<file path="src/rtl/mrc_pkg.sv">
// ---------------------------------------------------------------------------
// mrc_pkg
//   Shared definitions for the MRC result-to-BCD stage.
//   - state_e        : FSM state encoding (IDLE / SHIFT / FINISH)
//   - BCD_ERR_DIGIT  : nibble used for every digit of the "Err" display code
//   - min_digits()   : decimal digits needed to show 2^bits-1
// ---------------------------------------------------------------------------
package mrc_pkg;

  typedef enum logic [1:0] {
    ST_IDLE   = 2'd0,
    ST_SHIFT  = 2'd1,
    ST_FINISH = 2'd2
  } state_e;

  localparam logic [3:0] BCD_ERR_DIGIT = 4'hF;

  // ceil(bits * log10(2)), with log10(2) approximated as 0.30103.
  // Exact for every width of practical interest (gives 10 for 32 bits).
  function automatic int min_digits(input int bits);
    return (bits * 30103 + 99999) / 100000;
  endfunction

endpackage

</file>
<file path="src/rtl/mrc_result_bcd_if.sv">
// ---------------------------------------------------------------------------
// mrc_result_bcd_if
//   Bundle between the MRC unit (master) and the BCD conversion stage (slave).
//
//   Handshake: start is a one-sided request with no ready return. The stage
//   captures Result/error on a rising edge where start=1 while it is idle and
//   not presenting its done pulse; any other start is dropped, never queued.
//   busy=1 tells the requester a start would currently be ignored. done is a
//   single-cycle pulse marking that bcd/sign/err_flag have just updated; those
//   outputs then hold until the next done.
//
//   Signals
//     start     master->slave  capture request (MRC ready)
//     Result    master->slave  2*WORD_LENGTH-bit MRC result
//     error     master->slave  MRC error flag, sampled with start
//     busy      slave->master  conversion in progress
//     done      slave->master  one-cycle update pulse
//     bcd       slave->master  packed BCD, digit 0 in [3:0]
//     sign      slave->master  negative input (signed build only)
//     err_flag  slave->master  last capture carried the MRC error
//     dbg_state slave->master  current FSM state, for observation
// ---------------------------------------------------------------------------
interface mrc_result_bcd_if #(
  parameter int WORD_LENGTH = 16,
  parameter int DIGITS      = 10
);

  logic                       start;
  logic [2*WORD_LENGTH-1:0]   Result;
  logic                       error;
  logic                       busy;
  logic                       done;
  logic [4*DIGITS-1:0]        bcd;
  logic                       sign;
  logic                       err_flag;
  mrc_pkg::state_e            dbg_state;

  modport master (
    output start, Result, error,
    input  busy, done, bcd, sign, err_flag, dbg_state
  );

  modport slave (
    input  start, Result, error,
    output busy, done, bcd, sign, err_flag, dbg_state
  );

endinterface

</file>
<file path="src/rtl/bcd_digit_adjust.sv">
// ---------------------------------------------------------------------------
// bcd_digit_adjust
//   Double-dabble correction for one BCD digit: a digit of 5 or more gets +3
//   so that the following left shift carries correctly into the next digit.
//   Ports
//     digit_i  in  4  current digit
//     digit_o  out 4  adjusted digit
// ---------------------------------------------------------------------------
module bcd_digit_adjust (
  input  logic [3:0] digit_i,
  output logic [3:0] digit_o
);

  always_comb begin
    digit_o = digit_i;
    if (digit_i >= 4'd5) begin
      digit_o = digit_i + 4'd3;
    end
  end

endmodule

</file>
<file path="src/rtl/mrc_result_bcd.sv">
// ---------------------------------------------------------------------------
// mrc_result_bcd
//   Downstream stage of the MRC unit. Captures the 2*WORD_LENGTH-bit result on
//   an accepted start and converts it to packed BCD with an iterative
//   double-dabble engine (one bit per clock). An MRC error is passed through as
//   an all-0xF "Err" code with err_flag set.
//
//   Ports
//     clk    in  1   rising-edge clock
//     reset  in  1   synchronous, active-high; aborts a conversion silently
//     bus    slave modport of mrc_result_bcd_if (start/Result/error in,
//            busy/done/bcd/sign/err_flag/dbg_state out)
//
//   Configuration
//     SIGNED_INPUT_EN  defined: Result is two's complement, sign latched from
//                      the MSB and the magnitude converted.
//                      undefined: Result is unsigned, sign stays 0.
//
//   Timing (capture at edge k, W = WORD_LENGTH)
//     clean : shifts on edges k+1..k+2W, done registered at edge k+2W+1
//     error : done registered at edge k+1
//   The cycle in which done is high is still treated as part of the handoff,
//   so a held start restarts one edge later (back-to-back spacing 2W+3).
// ---------------------------------------------------------------------------
module mrc_result_bcd
  import mrc_pkg::*;
#(
  parameter int WORD_LENGTH = 16,
  parameter int DIGITS      = min_digits(2 * WORD_LENGTH)
) (
  input  logic             clk,
  input  logic             reset,
  mrc_result_bcd_if.slave  bus
);

  localparam int RW    = 2 * WORD_LENGTH;
  localparam int BCD_W = 4 * DIGITS;
  localparam int SR_W  = BCD_W + RW;
  localparam int CNT_W = $clog2(RW + 1);

  localparam logic [CNT_W-1:0] LAST_SHIFT = CNT_W'(RW - 1);
  localparam logic [RW-1:0]    ONE_RW     = RW'(1);

  state_e            state_q, state_d;
  logic [CNT_W-1:0]  cnt_q, cnt_d;
  logic [SR_W-1:0]   sr_q, sr_d;
  logic              busy_q, busy_d;
  logic              done_q, done_d;
  logic [BCD_W-1:0]  bcd_q, bcd_d;
  logic              sign_q, sign_d;
  logic              err_q, err_d;
  logic              sign_pend_q, sign_pend_d;
  logic              err_pend_q, err_pend_d;

  // Input interpretation
  logic              sign_in;
  logic [RW-1:0]     mag_in;

`ifdef SIGNED_INPUT_EN
  // Negating 0x8000_0000 yields itself, which read as unsigned is 2^31.
  assign sign_in = bus.Result[RW-1];
  assign mag_in  = sign_in ? ((~bus.Result) + ONE_RW) : bus.Result;
`else
  logic [RW-1:0] unused_one;
  assign unused_one = ONE_RW;
  assign sign_in    = 1'b0;
  assign mag_in     = bus.Result;
`endif

  // Parallel "+3 if >=5" on every digit of the BCD field
  logic [BCD_W-1:0]  bcd_field;
  logic [BCD_W-1:0]  bcd_adj;
  logic [SR_W-1:0]   sr_adj;

  assign bcd_field = sr_q[SR_W-1 -: BCD_W];

  for (genvar i = 0; i < DIGITS; i++) begin : g_adj
    bcd_digit_adjust u_adj (
      .digit_i (bcd_field[4*i +: 4]),
      .digit_o (bcd_adj[4*i +: 4])
    );
  end

  assign sr_adj = {bcd_adj, sr_q[RW-1:0]};

  // Next-state / datapath
  always_comb begin
    state_d     = state_q;
    cnt_d       = cnt_q;
    sr_d        = sr_q;
    busy_d      = busy_q;
    done_d      = 1'b0;
    bcd_d       = bcd_q;
    sign_d      = sign_q;
    err_d       = err_q;
    sign_pend_d = sign_pend_q;
    err_pend_d  = err_pend_q;

    unique case (state_q)
      ST_IDLE: begin
        if (bus.start && !done_q) begin
          if (bus.error) begin
            state_d     = ST_FINISH;
            err_pend_d  = 1'b1;
            sign_pend_d = 1'b0;
          end else begin
            state_d     = ST_SHIFT;
            sr_d        = {{BCD_W{1'b0}}, mag_in};
            cnt_d       = '0;
            busy_d      = 1'b1;
            err_pend_d  = 1'b0;
            sign_pend_d = sign_in;
          end
        end
      end

      ST_SHIFT: begin
        // The width rule guarantees the top bit of sr_adj is always 0.
        sr_d  = sr_adj << 1;
        cnt_d = cnt_q + 1'b1;
        if (cnt_q == LAST_SHIFT) begin
          state_d = ST_FINISH;
          busy_d  = 1'b0;
        end
      end

      ST_FINISH: begin
        state_d = ST_IDLE;
        done_d  = 1'b1;
        busy_d  = 1'b0;
        if (err_pend_q) begin
          bcd_d  = {DIGITS{BCD_ERR_DIGIT}};
          err_d  = 1'b1;
          sign_d = 1'b0;
        end else begin
          bcd_d  = sr_q[SR_W-1 -: BCD_W];
          err_d  = 1'b0;
          sign_d = sign_pend_q;
        end
      end

      default: begin
        state_d = ST_IDLE;
        busy_d  = 1'b0;
      end
    endcase
  end

  always_ff @(posedge clk) begin
    if (reset) begin
      state_q     <= ST_IDLE;
      cnt_q       <= '0;
      sr_q        <= '0;
      busy_q      <= 1'b0;
      done_q      <= 1'b0;
      bcd_q       <= '0;
      sign_q      <= 1'b0;
      err_q       <= 1'b0;
      sign_pend_q <= 1'b0;
      err_pend_q  <= 1'b0;
    end else begin
      state_q     <= state_d;
      cnt_q       <= cnt_d;
      sr_q        <= sr_d;
      busy_q      <= busy_d;
      done_q      <= done_d;
      bcd_q       <= bcd_d;
      sign_q      <= sign_d;
      err_q       <= err_d;
      sign_pend_q <= sign_pend_d;
      err_pend_q  <= err_pend_d;
    end
  end

  assign bus.busy      = busy_q;
  assign bus.done      = done_q;
  assign bus.bcd       = bcd_q;
  assign bus.sign      = sign_q;
  assign bus.err_flag  = err_q;
  assign bus.dbg_state = state_q;

endmodule

</file>
<file path="src/flat_wrapper.sv">
// flat-port wrapper written by rule: the top's interface ports become plain ports
module mrc_result_bcd_flat import mrc_pkg::*;
#(
  parameter int WORD_LENGTH = 16,
  parameter int DIGITS      = min_digits(2 * WORD_LENGTH)
)
  (clk, reset, bus_start, bus_Result, bus_error, bus_busy, bus_done, bus_bcd, bus_sign, bus_err_flag, bus_dbg_state);
  mrc_result_bcd_if #(.WORD_LENGTH(WORD_LENGTH), .DIGITS(DIGITS)) bus_i ();
  input  logic clk;
  input  logic reset;
  input wire logic [$bits(bus_i.start)-1:0] bus_start;
  input wire logic [$bits(bus_i.Result)-1:0] bus_Result;
  input wire logic [$bits(bus_i.error)-1:0] bus_error;
  output wire logic [$bits(bus_i.busy)-1:0] bus_busy;
  output wire logic [$bits(bus_i.done)-1:0] bus_done;
  output wire logic [$bits(bus_i.bcd)-1:0] bus_bcd;
  output wire logic [$bits(bus_i.sign)-1:0] bus_sign;
  output wire logic [$bits(bus_i.err_flag)-1:0] bus_err_flag;
  output wire logic [$bits(bus_i.dbg_state)-1:0] bus_dbg_state;
  assign bus_i.start = bus_start;
  assign bus_i.Result = bus_Result;
  assign bus_i.error = bus_error;
  assign bus_busy = bus_i.busy;
  assign bus_done = bus_i.done;
  assign bus_bcd = bus_i.bcd;
  assign bus_sign = bus_i.sign;
  assign bus_err_flag = bus_i.err_flag;
  assign bus_dbg_state = bus_i.dbg_state;
  mrc_result_bcd #(.WORD_LENGTH(WORD_LENGTH), .DIGITS(DIGITS)) u_core (.clk(clk), .reset(reset), .bus(bus_i));
endmodule
</file>
<file path="config.mk">
export PLATFORM = sky130hd
export DESIGN_NAME = mrc_result_bcd_flat
export DESIGN_NICKNAME = d
export VERILOG_FILES = /design/src/rtl/mrc_pkg.sv /design/src/rtl/mrc_result_bcd_if.sv /design/src/rtl/bcd_digit_adjust.sv /design/src/rtl/mrc_result_bcd.sv /design/src/flat_wrapper.sv
export SDC_FILE = /design/constraint.sdc
export NUM_CORES = 1
export LEC_CHECK = 0
export ABC_AREA = 1
export CAP_MARGIN = 20
export CORE_MARGIN = 5
export CORE_UTILIZATION = 23
export DETAILED_ROUTE_END_ITERATION = 6
export GPL_TIMING_DRIVEN = 0
export SLEW_MARGIN = 30
export SYNTH_ARGS = -nofsm -noshare
export SYNTH_HDL_FRONTEND = slang
export SYNTH_SLANG_ARGS = --single-unit
</file>
<file path="constraint.sdc">
create_clock -name clk -period 1.55 [get_ports clk]
set_clock_uncertainty 0.05 [all_clocks]
set_input_delay 0.3875 -clock clk [delete_from_list [all_inputs] [get_ports clk]]
set_output_delay 0.3875 -clock clk [all_outputs]
set_load 0.03 [all_outputs]
</file>
== Yosys cells after proc, flatten, opt, wreduce, memory -nomap -nowiden ==
Index checks and enable logic that the tools add are counted.
Cells by class
  add/sub/neg operators: 11
  $lt $le $gt $ge: 10
  eq/ne operators: 6
  multiplexer cells: 28
  reduce and logical (&&, ||, !) cells: 8
Operators with widths (number)
  $mux 72: 2
  $pmux 72 s2: 1
  $ge 4x3->1 const B: 10
  $mux 40: 1
  $add 4x2->4 const B: 9
  $mux 4: 9
  $mux 6: 2
  $pmux 6 s2: 1
  $add 6x1->6 const B: 1
  $eq 6x5->1 const B: 1
  $mux 1: 6
  $mux 2: 3
  $reduce_and 3->1: 2
  $ne 2x1->1 const B: 2
  $pmux 2 s2: 1
  $reduce_and 2->1: 2
  $add 3x2->3 const B: 1
  $mux 3: 1
  $eq 2x1->1 const B: 1
  $eq 2x2->1 const B: 1
  $logic_not 2->1: 1
  $ne 2x2->1 const B: 1
  $pmux 1 s2: 1
  $reduce_bool 2->1: 1
  other kinds (2): 2
Word-level totals
  register bits after elaboration: 124
  input port bits: 36
  output and inout port bits: 46
  logic and storage cells: 71

== Depth between registers and ports, before layout ==
Gate-level depths: netlist of the first run.
  depth in word-level cells: 4
  gate-level depth with buffers: 9
  depth with buffers taken out: 9

== Modules after synthesis ==
From an unflattened synthesis of the first run, not the netlist that was laid out.
Second synthesis, totals
  cells, all modules: 902
  area total of the unflattened synthesis: 6254.7 sq um
Modules (own cells, without submodules)
  mrc_result_bcd: instances 1, cells an instance 672, area an instance 4903.5 sq um
  bcd_digit_adjust: instances 10, cells an instance 23, area an instance 135.1 sq um

== Worst setup path before layout of the first run ==
Ideal clock, no wire load.
  kind: register to register
  start: register u_core.state_q[0] (netlist: u_core.bus.dbg_state[0])
  end: register u_core.cnt_q[0]
  library setup time: 113 ps
  data arrival time: 1483 ps
  data required time: 1387 ps
  setup slack: -96 ps
  stages on the path, launching flop included: 8
  path through: dfxtp_1 > inv_2 > a21oi_4 > nand2_2 > buf_2 > buf_2 > o21ai_1 > inv_1
Between the ends
  cells in the longest elaborated chain, start to end: 3
RTL lines
  start, declared: line mrc_result_bcd.sv:44  | state_e state_q, state_d;
  start signal, assigned: line mrc_result_bcd.sv:162  | state_q <= state_d;
  $eq 2x1->1 or $logic_not 2->1 (tied branches): line mrc_result_bcd.sv:99  | unique case (state_q)
  $reduce_bool 2->1 (no line) (tied with other cells)
  $reduce_and 3->1 (no line)
  end signal, assigned: line mrc_result_bcd.sv:163  | cnt_q <= cnt_d;
  end, declared: line mrc_result_bcd.sv:45  | logic [CNT_W-1:0] cnt_q, cnt_d;
Parallel ways exist; a longest one is shown, timed or not.
A chain may end at the register's enable or synchronous reset.

== Worst setup path in the final report of the first run ==
  start: input port reset
  end: register u_core.sr_q[43]
RTL lines
  start, declared: line flat_wrapper.sv:10  | input logic reset;
  end signal, assigned: line mrc_result_bcd.sv:164  | sr_q <= sr_d;
  end, declared: line mrc_result_bcd.sv:46  | logic [SR_W-1:0] sr_q, sr_d;
No word-level cell between the ends.

==> results of run 1 <==
cell usage after synthesis (all sizes together):
cell,instances,area (um^2)
nand2,282,1060
dfxtp,124,2480
a21oi,86,442
nor2,71,269
nand3,69,345
o21ai,64,320
inv,58,218
clkbuf,31,116
ha,21,263
nand4,21,131
buf,16,80.1
o211ai,6,45.0
nor3,3,15.0
o21bai,2,15.0
conb,1,3.75
or2,1,6.26
repair_timing:
| item | CTS | global route |
|---|---|---|
| gates cloned | 0 | 0 |
| resized for setup | 163 | 50 |
| setup buffers | 1 | 0 |
| setup endpoints to repair | 163 | 94 |
| pin swaps | 2 | 1 |
layer usage:
metal	global-route usage (%)	vias to the layer above	share of wire, %
met5	0	-	0.21
met4	4.31	4	2.0
met3	3.88	28	7.3
met2	18.5	136	45
met1	14.8	2606	46
li1	-	2983	-
worst min path at each step:
stage,start,endpoint,slack [ns]
global placement,u_core.sr_q[23],u_core.sr_q[23],0.40
detailed placement,u_core.sr_q[61],u_core.sr_q[61],0.41
global route,u_core.sr_q[30],u_core.sr_q[30],0.43
floorplan,u_core.sr_q[31],u_core.sr_q[32],0.39
finish,u_core.sr_q[31],u_core.sr_q[32],0.41
CTS,u_core.sr_q[61],u_core.sr_q[61],0.41
layout make-up:
class,count,area (um^2),share of cell area (%)
tap,330,413,5.35
inverter,58,218,2.82
sequential,124,2490,32.2
buffer,46,251,3.26
multi-input combinational,627,2960,38.4
clock buffer,22,454,5.88
timing repair buffer,80,796,10.3
clock inverter,8,143,1.85
critical path, stage by stage:
cell,delay (ns)
clkbuf_1,0.38
clkbuf_1,0.47
clkbuf_1,0.46
a21oi_1,0.09
power by group:
group	internal, uW	switching (uW)	total, uW
logic	410	743	1150
registers	3360	100	3460
clock network	2700	1390	4090
total	6480	2230	8710
logic make-up after synthesis:
family,Yosys count,synth area share (%)
other,1,0.0645
DFF,124,42.7
AOI/OAI and AO/OA,158,14.1
buffers and inverters,105,7.12
and+or+nand+nor,447,31.4
adders and majority gates,21,4.52
cells in the final DEF, fill, tap and decap left out, types with 15 or more instances in the layout:
cell type        netlist  routed
clkdlybuf4s15_2        0      35
nand4_1               21      21
nand2_1              281     279
o21ai_0               62      60
nor2_1                70      69
dfxtp_1              124     121
clkdlybuf4s50_1        0      33
clkbuf_2               0      15
clkbuf_1              31      17
inv_1                 54      54
nand3_1               69      66
clkbuf_16              0      17
ha_1                  21      21
a21oi_1               85      85
flip-flops by register name (all words and copies together), names as in the netlist:
name	count
u_core.bus.busy	1
u_core.bus.done	1
u_core.sr_q	72
u_core.bus.err_flag	1
u_core.bus.dbg_state	2
u_core.err_pend_q	1
u_core.bus.bcd	40
u_core.cnt_q	6
metrics by stage:
| step | std cells | instance area (um^2) |
|---|---|---|
| final | 1295 | 7720 |
| after floorplan | 856 | 5820 |
| after global routing | 1295 | 7720 |
| after detailed placement | 1265 | 7020 |
| after global placement | 1265 | 7020 |
| after CTS | 1295 | 7680 |
==> flow_summary.ini, run 1 <==
[power_and_ir_drop]
p_leak_uw = 0.00328
p_total_uw = 8710
peakVddDrop_mv = 0.846
power.density_mw_per_mm2 = 1130

[critical_path]
cp-startpoint = reset
worstSetupPathType = input pin to flop
path_max_fanout = 10
critPathCaptureType = flop
timing.rr.start = u_core.bus.dbg_state[0]
cp.arrival_ns = 1.79
required_ns = 1.77
crit_path_start_kind = input pin
crit_end = u_core.sr_q[43]
ff2ff_path_depth = 7
r2r_slack_ns = 0.10
r2r_end = u_core.cnt_q[1]

[drt]
ant_nets = 0
first_pass_iters = 5
drtIter0Drc = 364
totalWireLength_mm = 16.5
via_per_inst = 4.45
route.detailed.drc = 0
route.vias.total = 5757
avgRoutedWirePerCell_um = 12.8

[final_layout]
nFillCells = 2707
fin_util_pct = 30.8
n_antenna_cell = 0
layout-drive-gt1-share_pct = 12.6
nets = 1011
area_growth_pct = 32.8

[clock_network]
clk_latency_ns = 0.42
max-clock-path-buffers = 2
cts_tree = yes
clk_pin_slew_ns = 0.06
clock-sinks = 124
clockRootBuffer = clkbuf_16
ctsHoldBuffers = 0
cts_made_buffers = 17
htree_levels = 4

[placed_design]
gp_congestion = 0.850
port_buffers = 79
dp_hpwl_mm = 11.8
pre_cts_ws_ns = -0.789

[yosys]
seq_area_frac_synth_pct = 42.7
ys_warn_count = 0
syn_inst = 856
mappedNetlistNets = 913
ys_ff_latch = 124
syn-cell-area_mm2 = 0.00581
synth.distinct_cells = 23
synth_area_per_cell_um2 = 6.79

[floorplanning]
start_util_pct = 23.2
die-area_mm2 = 0.0286
rows = 58
die_y_um = 169
die_w_um = 169
ios = 82
core_mm2 = 0.0250

[global_routing]
gr-usage-all-layers_pct = 11.7
overflow = 0
antenna_found_initial = 2
grt_pass1_wl_mm = 26.9
first_global_vias = 5358
grt_start_max_net_pins = 17

[hold_path]
hp-class = flop to flop
whs_path_depth = 2

[sta]
worst_slew_pin_slew_ns = 0.535
finalHoldViolCount = 0
rsz0062_at_grt = true
slew_viol_final = 0
max-slew-margin-rel_pct = 64.3
fin_crit_sh_pct = 101
holdWs_ns = 0.412
finalSetupViolations = 7
setup-tns-final_ns = -0.0785
fmax_mhz = 637
layout_setup_ws_ns = -0.0193
period_minus_slack_ns = 1.57

[outcome]
outcome = finished with violations
violations = negative setup slack

[run]
maxCapViolCount = 0
No activity file was read; power rests on OpenSTA's default activity.
==> inputs of run 2 (changes only) <==
SLEW_MARGIN = 20   (was 30)
==> results of run 2 <==
Final layout, timing and power as in run 1 (identical DEF).
==> inputs of run 3 (changes only) <==
CORE_ASPECT_RATIO = 1.4   (was unset)
SLEW_MARGIN = 10   (was 20)
==> flow_summary.ini, run 3 (synthesis results as in run 1) <==
[drt]
avgRoutedWirePerCell_um = 12.8
first_pass_iters = 7
route.detailed.drc = 0
route.vias.total = 5657
via_per_inst = 4.41
drtIter0Drc = 249
ant_nets = 0
totalWireLength_mm = 16.5

[final_layout]
final_cell_mix = nand2_1 (279), dfxtp_1 (122), a21oi_1 (82), nor2_1 (69), nand3_1 (67)
layout-drive-gt1-share_pct = 13.7
design_area_mm2 = 0.00774
largest_register_ffs = 72
top_register = u_core.sr_q
nets = 1013
n_antenna_cell = 0
area_growth_pct = 33.1
final_cell_count_no_fill = 1284
final_common_cell = nand2_1

[floorplanning]
start_util_pct = 23.5
ios = 82
die-area_mm2 = 0.0286
rows = 68
die_w_um = 144
core_mm2 = 0.0248
die_y_um = 198

[critical_path]
worstSetupPathType = flop to output pin
worst_path_dominant_cell_family = flip-flops
required_ns = 1.11
cp.arrival_ns = 1.09
crit_path_start_kind = flop
slowest_stage = dfxtp_2
critPathCaptureType = output pin
path_buf_inv = 1
crit_path_cell_trace = buf_2
path_max_fanout = 5
cp_slowest_stage_delay_ns = 0.42

[placed_design]
placed_area_mm2 = 0.00700
dp.cells = 1250
port_buffers = 79
gp_congestion = 0.796
dp_hpwl_mm = 12.1
pre_cts_ws_ns = -0.781

[global_routing]
grt-busiest-layer = met2
gr-usage-all-layers_pct = 11.7
grt_start_max_net_pins = 17
use_met1_pct = 13.8
antenna_found_initial = 0
first_global_vias = 5404
overflow = 0
grtUsageMet3_pct = 2.90
grt_pass1_wl_mm = 26.7
globalRouteMet2Util_pct = 20.5

[clock_network]
max-clock-path-buffers = 2
cts_made_buffers = 17
clk_pin_slew_ns = 0.06
ctsHoldBuffers = 0
clk_latency_ns = 0.42
cts_tree = yes
htree_levels = 4
clock-sinks = 124
clockRootBuffer = clkbuf_16

[sta]
max-slew-margin-rel_pct = 59.3
slew_viol_final = 0
fin_crit_sh_pct = 98.8
fmax_mhz = 653
worst_slew_pin_slew_ns = 0.610
finalSetupViolations = 0
layout_setup_ws_ns = 0.0190
finalHoldViolCount = 0
period_minus_slack_ns = 1.53
setup-tns-final_ns = 0
rsz0062_at_grt = true

[outcome]
outcome = completed

[hold_path]
hp-class = input pin to flop

[power_and_ir_drop]
p_leak_uw = 0.00330
peakVddDrop_mv = 0.794
power.density_mw_per_mm2 = 1130
p_total_uw = 8750

[run]
maxCapViolCount = 0
run 3: cell count changes in the layout (fill, tap and decap cells not counted), sizes merged:
cell           before  now
dlygate4sd2         1    0
inv                58   59
clkdlybuf4s15      35   34
clkinv              3    6
buf                25   30
clkbuf             54   48
clkinvlp            1    4
bufinv              4    3
dlymetal6s2s        0    1
run 3: report_power, final:
group / switching (uW) / internal [uW] / leakage (uW)
logic: 761 / 430 / 0.00201
registers: 98.0 / 3360 / 0.00101
clock network: 1530 / 2570 / 0.000288
total: 2390 / 6360 / 0.00330
run 3: worst paths after layout:
kind | from | endpoint | slack, ns | cells past startpoint
min | bus_error | u_core.bus.dbg_state[1] | 0.38 | 3
min reg2reg | u_core.sr_q[28] | u_core.sr_q[28] | 0.42 | 2
max reg2reg | u_core.bus.dbg_state[0] | u_core.cnt_q[0] | 0.06 | 7
max | u_core.bus.dbg_state[0] | bus_dbg_state[0] | 0.02 | 1
run 3: worst min-delay path, cell delays in order:
cell	delay (ns)
dlymetal6s2s_1	0.19
o21ai_0	0.19
nor3_1	0.05
run 3: repair_timing:
action	in CTS	in global routing
buffers inserted	2	1
gates resized for setup	166	53
endpoints found under the setup margin	137	102
pin swaps	2	2
gates cloned	0	1
run 3: cell type report:
type	instances	area, um^2
fill	2669	17000
multi-input combinational	627	2960
sequential	124	2480
timing repair buffer	83	808
clock buffer	18	439
tap	315	394
buffer	45	259
inverter	58	220
clock inverter	14	170
run 3: routing by layer:
layer	up-vias	share of wire, %
met5	-	0
met4	0	2.1
met3	28	4.9
met2	112	49
met1	2521	44
li1	2996	-
run 3: stage by stage:
stage | hold slack, ns | utilization (%)
floorplan | 0.395 | -
global placement | 0.402 | 28.3
detailed placement | 0.404 | 28.3
CTS | 0.413 | 31.0
global route | 0.397 | 31.3
finish | 0.384 | 31.3
